--- config.mk ---
export PLATFORM = sky130hd
export DESIGN_NAME = pipelined_cla_adder
export DESIGN_NICKNAME = d
export VERILOG_FILES = /design/src/rtl/cla_pkg.sv /design/src/rtl/cla_group.sv /design/src/rtl/pipelined_cla_adder.sv
export SDC_FILE = /design/constraint.sdc
export NUM_CORES = 1
export LEC_CHECK = 0
export CAP_MARGIN = 20
export CORE_MARGIN = 4
export CORE_UTILIZATION = 45
export CTS_CLUSTER_SIZE = 8
export DETAILED_ROUTE_END_ITERATION = 8
export PLACE_DENSITY_LB_ADDON = 0.2
export SYNTH_ARGS = -nofsm -noshare
export SYNTH_HDL_FRONTEND = slang
export SYNTH_SLANG_ARGS = --single-unit
--- constraint.sdc ---
create_clock -name clock -period 3.55 [get_ports clock]
set_input_delay 0.355 -clock clock [delete_from_list [all_inputs] [get_ports clock]]
set_output_delay 0.355 -clock clock [all_outputs]
set_load 0.01 [all_outputs]
--- src/rtl/cla_pkg.sv ---
// Shared constants and group-lookahead helper for the pipelined carry-lookahead adder.
package cla_pkg;

  localparam int BLOCK_DEF  = 8;
  localparam int WIDTH_MIN  = 8;
  localparam int WIDTH_MAX  = 64;
  localparam int GROUPS_MAX = 8;

  function automatic bit width_legal(input int width, input int block);
    return (block == 4 || block == 8) && (width >= WIDTH_MIN) && (width <= WIDTH_MAX) &&
           ((width % block) == 0) && ((width / block) <= GROUPS_MAX);
  endfunction

  // Single-level group generate/propagate over the low n bits (n <= 8).
  function automatic logic [1:0] group_gp(input logic [7:0] g, input logic [7:0] p, input int n);
    logic gg;
    logic gp;
    logic term;
    gg   = 1'b0;
    gp   = 1'b1;
    term = 1'b0;
    for (int i = 0; i < 8; i++) begin
      if (i < n) begin
        term = g[i];
        for (int k = i + 1; k < 8; k++) begin
          if (k < n) term = term & p[k];
        end
        gg = gg | term;
        gp = gp & p[i];
      end
    end
    return {gg, gp};
  endfunction

endpackage

--- src/rtl/cla_group.sv ---
// One lookahead group: group G/P plus the carry into every bit from the group carry-in.
module cla_group
  import cla_pkg::*;
#(
  parameter int BLOCK = BLOCK_DEF
) (
  input  logic [BLOCK-1:0] g_i,
  input  logic [BLOCK-1:0] p_i,
  input  logic             c_i,
  output logic             gg_o,
  output logic             gp_o,
  output logic [BLOCK-1:0] c_o
);

  logic term;

  always_comb begin
    {gg_o, gp_o} = group_gp(8'(g_i), 8'(p_i), BLOCK);
    c_o  = '0;
    term = 1'b0;
    for (int i = 0; i < BLOCK; i++) begin
      term = c_i;
      for (int m = 0; m < i; m++) term = term & p_i[m];
      c_o[i] = term;
      for (int k = 0; k < i; k++) begin
        term = g_i[k];
        for (int m = k + 1; m < i; m++) term = term & p_i[m];
        c_o[i] = c_o[i] | term;
      end
    end
  end

endmodule

--- src/rtl/pipelined_cla_adder.sv ---
// Two-stage carry-lookahead add/subtract with valid/ready flow control.
module pipelined_cla_adder
  import cla_pkg::*;
#(
  parameter int WIDTH = 32,
  parameter int BLOCK = BLOCK_DEF
) (
  input  logic             clock,
  input  logic             reset_n,
  input  logic             in_valid,
  output logic             in_ready,
  input  logic [WIDTH-1:0] a,
  input  logic [WIDTH-1:0] b,
  input  logic             sub,
  output logic             out_valid,
  input  logic             out_ready,
  output logic [WIDTH-1:0] sum,
  output logic             cout,
  output logic             ovf,
  output logic             zero
);

  localparam int NG = WIDTH / BLOCK;

  if (!width_legal(WIDTH, BLOCK)) begin : g_cfg_check
    $error("pipelined_cla_adder: illegal WIDTH/BLOCK combination");
  end

  logic             vld_p1_q, vld_p2_q;
  logic             s1_adv, accept;
  logic [WIDTH-1:0] beff_d, p_d, g_d;
  logic [NG-1:0]    gg_d, gp_d;
  logic [WIDTH-1:0] a_p1_q, beff_p1_q, p_p1_q;
  logic [NG-1:0]    gg_p1_q, gp_p1_q;
  logic             cin_p1_q;
  logic [WIDTH-1:0] g_s2, c_s2, sum_d;
  logic [NG:0]      cg;
  logic             acc, pp;
  logic [NG-1:0]    unused_gg, unused_gp;
  logic [WIDTH-1:0] sum_p2_q;
  logic             cout_p2_q, ovf_p2_q, zero_p2_q;

  assign s1_adv   = !vld_p2_q || out_ready;
  assign in_ready = !vld_p1_q || s1_adv;
  assign accept   = in_valid && in_ready;

  always_ff @(posedge clock or negedge reset_n) begin
    if (!reset_n) begin
      vld_p1_q <= 1'b0;
      vld_p2_q <= 1'b0;
    end else begin
      if (in_ready) vld_p1_q <= in_valid;
      if (s1_adv)   vld_p2_q <= vld_p1_q;
    end
  end

  // ---- S1: operand conditioning and per-group G/P ----
  always_comb begin
    beff_d = sub ? ~b : b;
    p_d    = a ^ beff_d;
    g_d    = a & beff_d;
    gg_d   = '0;
    gp_d   = '0;
    for (int j = 0; j < NG; j++) begin
      {gg_d[j], gp_d[j]} = group_gp(8'(g_d[j*BLOCK +: BLOCK]), 8'(p_d[j*BLOCK +: BLOCK]), BLOCK);
    end
  end

  always_ff @(posedge clock) begin
    if (accept) begin
      a_p1_q    <= a;
      beff_p1_q <= beff_d;
      p_p1_q    <= p_d;
      gg_p1_q   <= gg_d;
      gp_p1_q   <= gp_d;
      cin_p1_q  <= sub;
    end
  end

  // ---- S2: second-level lookahead, each group carry formed independently ----
  always_comb begin
    cg    = '0;
    cg[0] = cin_p1_q;
    acc   = 1'b0;
    pp    = 1'b1;
    for (int j = 0; j < NG; j++) begin
      acc = 1'b0;
      for (int k = 0; k <= j; k++) begin
        pp = gg_p1_q[k];
        for (int m = k + 1; m <= j; m++) pp = pp & gp_p1_q[m];
        acc = acc | pp;
      end
      pp = cin_p1_q;
      for (int m = 0; m <= j; m++) pp = pp & gp_p1_q[m];
      cg[j+1] = acc | pp;
    end
  end

  assign g_s2 = a_p1_q & beff_p1_q;

  // Group G/P are taken from the S1 registers; the instance copies are redundant here.
  for (genvar j = 0; j < NG; j++) begin : g_grp
    cla_group #(.BLOCK(BLOCK)) u_grp (
      .g_i  (g_s2[j*BLOCK +: BLOCK]),
      .p_i  (p_p1_q[j*BLOCK +: BLOCK]),
      .c_i  (cg[j]),
      .gg_o (unused_gg[j]),
      .gp_o (unused_gp[j]),
      .c_o  (c_s2[j*BLOCK +: BLOCK])
    );
  end

  assign sum_d = p_p1_q ^ c_s2;

  always_ff @(posedge clock or negedge reset_n) begin
    if (!reset_n) begin
      sum_p2_q  <= '0;
      cout_p2_q <= 1'b0;
      ovf_p2_q  <= 1'b0;
      zero_p2_q <= 1'b0;
    end else if (vld_p1_q && s1_adv) begin
      sum_p2_q  <= sum_d;
      cout_p2_q <= cg[NG];
      ovf_p2_q  <= c_s2[WIDTH-1] ^ cg[NG];
      zero_p2_q <= (sum_d == '0);
    end
  end

  assign out_valid = vld_p2_q;
  assign sum       = sum_p2_q;
  assign cout      = cout_p2_q;
  assign ovf       = ovf_p2_q;
  assign zero      = zero_p2_q;

endmodule

==> metrics <==
R2R Path End=zero; dpl cells=697; CTS Sinks=134; CP required=3870 ps; vias after detailed routing=3837; register area share after synthesis=0.627; RSZ-0062 raised after global routing=false; Final Hold Vio Count=0; fin crit share=0.900; Initial Util=0.460; Worst Reg-to-Reg Cells=11; Mapped Nets=523; Synth top area share=0.476; Die Y=125 um; IO Port Bufs=105; skew final=8.22 ps; vias in the first global route=3980; Storage cell area=3840 um^2; Final setup violation count=0; Synth Cell Area=6120 um^2; n_diodes=0; hold buffers post-CTS=0; post-synthesis register bit count=134; HPWL after DPL=9700 um; Yosys warning total=0; Post-CTS Setup Bufs=0; Resized Gates After CTS=0; clk buf depth=2; outcome=finished clean; Finished Layout Cells=729; min Tclk post-route=3200 ps; Relative slew margins=0.440; Fin Setup TNS=0 ps; crit start category=flop; Max Slew Vio Count=0; pwr dens=606 nW/um^2; Worst EP arrival=3520 ps; crit path capture type=flop; placed instance area=7410 um^2; CTS tree=yes; critical path class=flop to flop; H-tree level count=4; fmax=0.313 GHz; DRC violations left=0; fin nets=645; P&R area growth vs syn=30.7%; area leader, netlist=edfxtp_1; footprint of the multi-input gates=2230 um^2; largest net degree at the start of global routing=50; RD Place Congestion=0.790; drt pass-1 iters=4; Core Rows=42; CP Max Fanout=4; filler cell count=1044; distinct cell type count after synthesis=35; antenna violations before repair=0; main area contributors after synthesis=edfxtp_1, dfrtp_1, ha_1; io pins=106; Worst Max-Slew Pin Slew=839 ps; Antenna Nets Post-Route=0; R2R Setup Slk=350 ps; DRT iter0 DRCs=231; Vias/cell=5.26; Post-Syn Instances=418; Reg clk slew, reported paths=60 ps; Worst setup startpoint=cin_p1_q; wire per inst=17.6 um; die area=15500 um^2; leakage=3.22 nW; Syn Area/Cell=14.6 um^2; grt ovf=0; clock root buffer=clkbuf_16; total CTS buffers=17; share of cells above drive strength 1=0.136; Max Cap Viol=0; first-pass GRT wire length=20400 um; r2r startpoint=cin_p1_q; DRT Wirelength=12900 um; core area=13300 um^2; Worst setup endpoint=zero; Hold WC Path Type=input port to asynchronous set/reset pin; Worst-Skew Late Latency=410 ps; die width=125 um; final instance area=8000 um^2; GRT Util Overall=0.169; Worst VDD drop=319 uV
flip-flops by register name, summed over array words and instances (netlist names):
signal and count:
p_p1_q 32, zero 1, cout 1, gg_p1_q 4, vld_p1_q 1, sum 32, beff_p1_q 28, out_valid 1
ovf 1, gp_p1_q 4, a_p1_q 28, cin_p1_q 1
power breakdown:
group | switching, mW | internal, mW | total, mW
Combinational | 0.464 | 0.559 | 1.02
Clock | 0.615 | 1.11 | 1.73
Sequential | 0.153 | 1.95 | 2.10
Total | 1.23 | 3.62 | 4.85
critical path, cell delays in order, from the launching register on:
cell	delay (ps)
edfxtp_1	410
a21o_1	220
a21o_1	200
a21o_1	210
ha_1	230
a21oi_4	170
o2111ai_2	200
a222oi_1	380
a2bb2oi_2	230
xnor2_1	110
or4_4	520
o31ai_2	240
cell usage after synthesis:
master and instances:
a21bo_2 3, a21o_1 32, a21oi_1 2, a21oi_2 2, a21oi_4 1, a222oi_1 3
a22oi_1 5, a2bb2oi_2 1, a31oi_1 1, a32o_1 1, a32oi_1 4, and2_1 1
buf_1 6, clkbuf_1 2, dfrtp_1 37, edfxtp_1 97, ha_1 36, inv_1 7
mux2_2 28, nand2_1 25, nand2b_1 3, nand3_1 9, nand3b_1 1, nand4_1 14
nor2_1 4, nor3_1 1, nor4_1 4, o2111ai_1 3, o2111ai_2 1, o21ai_0 19
o31ai_2 1, or4_1 2, or4_4 1, xnor2_1 12, xor2_1 49
kinds of logic (layout without fill, tap and decap cells):
| kind of cell | after synthesis | after routing | share of synthesized area |
|---|---|---|---|
| adders and majority gates | 36 | 36 | 0.0736 |
| AOI/OAI and AO/OA | 79 | 79 | 0.0975 |
| buffers and inverters | 15 | 150 | 0.00920 |
| and+or+nand+nor | 65 | 65 | 0.0540 |
| xor gates and xnor gates | 61 | 61 | 0.0873 |
| DFF | 134 | 134 | 0.627 |
| muxes | 28 | 28 | 0.0515 |
layout by cell type, fill, tap and decap left out, types with 2 or more instances in the layout:
cell	Yosys	routed
clkdlybuf4s50_1	0	103
edfxtp_1	97	97
xor2_1	49	49
dfrtp_1	37	37
ha_1	36	36
a21o_1	32	32
mux2_2	28	28
nand2_1	25	25
o21ai_0	19	19
clkbuf_16	0	18
nand4_1	14	14
xnor2_1	12	12
nand3_1	9	9
inv_1	7	7
a22oi_1	5	5
buf_4	0	5
nor2_1	4	4
a32oi_1	4	4
nor4_1	4	4
clkbuf_1	2	4
nand2b_1	3	3
o2111ai_1	3	3
a222oi_1	3	3
a21bo_2	3	3
inv_4	0	3
clkinv_2	0	3
a21oi_1	2	2
a21oi_2	2	2
or4_1	2	2
bufinv_16	0	2
clkbuf_8	0	2
buf_2	0	2
worst min-delay path by stage:
stage	end	start	slack [ps]	cells after the start
2_1_floorplan	cout	reset_n	60	0
3_3_place_gp	sum[25]	sum[25]	470	2
3_5_place_dp	sum[25]	sum[25]	480	2
4_1_cts	vld_p1_q	reset_n	70	1
5_1_grt	vld_p1_q	reset_n	90	1
6_report	vld_p1_q	reset_n	50	1
per-layer routing:
| layer | global-route usage | vias to the layer above | share of wire |
|---|---|---|---|
| met5 | 0 | - | 0 |
| met4 | 0.0503 | 0 | 0.010 |
| met3 | 0.0450 | 15 | 0.052 |
| met2 | 0.284 | 102 | 0.49 |
| met1 | 0.215 | 1876 | 0.44 |
| li1 | - | 1844 | - |
area by class of cell:
cell class,count,share of cell area
flip-flops and latches,134,0.480
clock inverters,8,0.0117
clock buffers,24,0.0616
multi-input cells,269,0.279
inverters,7,0.00328
well taps,176,0.0275
repair buffers,111,0.137
through the flow:
stage / util / total power, mW / hold WS [ps] / setup slack, ps
2_1_floorplan: - / 2.60 / 59.4 / 201
3_3_place_gp: 0.558 / 3.14 / 468 / 533
3_5_place_dp: 0.558 / 3.16 / 484 / 389
4_1_cts: 0.602 / 4.88 / 73.3 / 328
5_1_grt: 0.602 / 5.07 / 94.6 / 215
6_report: 0.602 / 4.85 / 45.9 / 354
No activity file was read; power rests on OpenSTA's default activity.
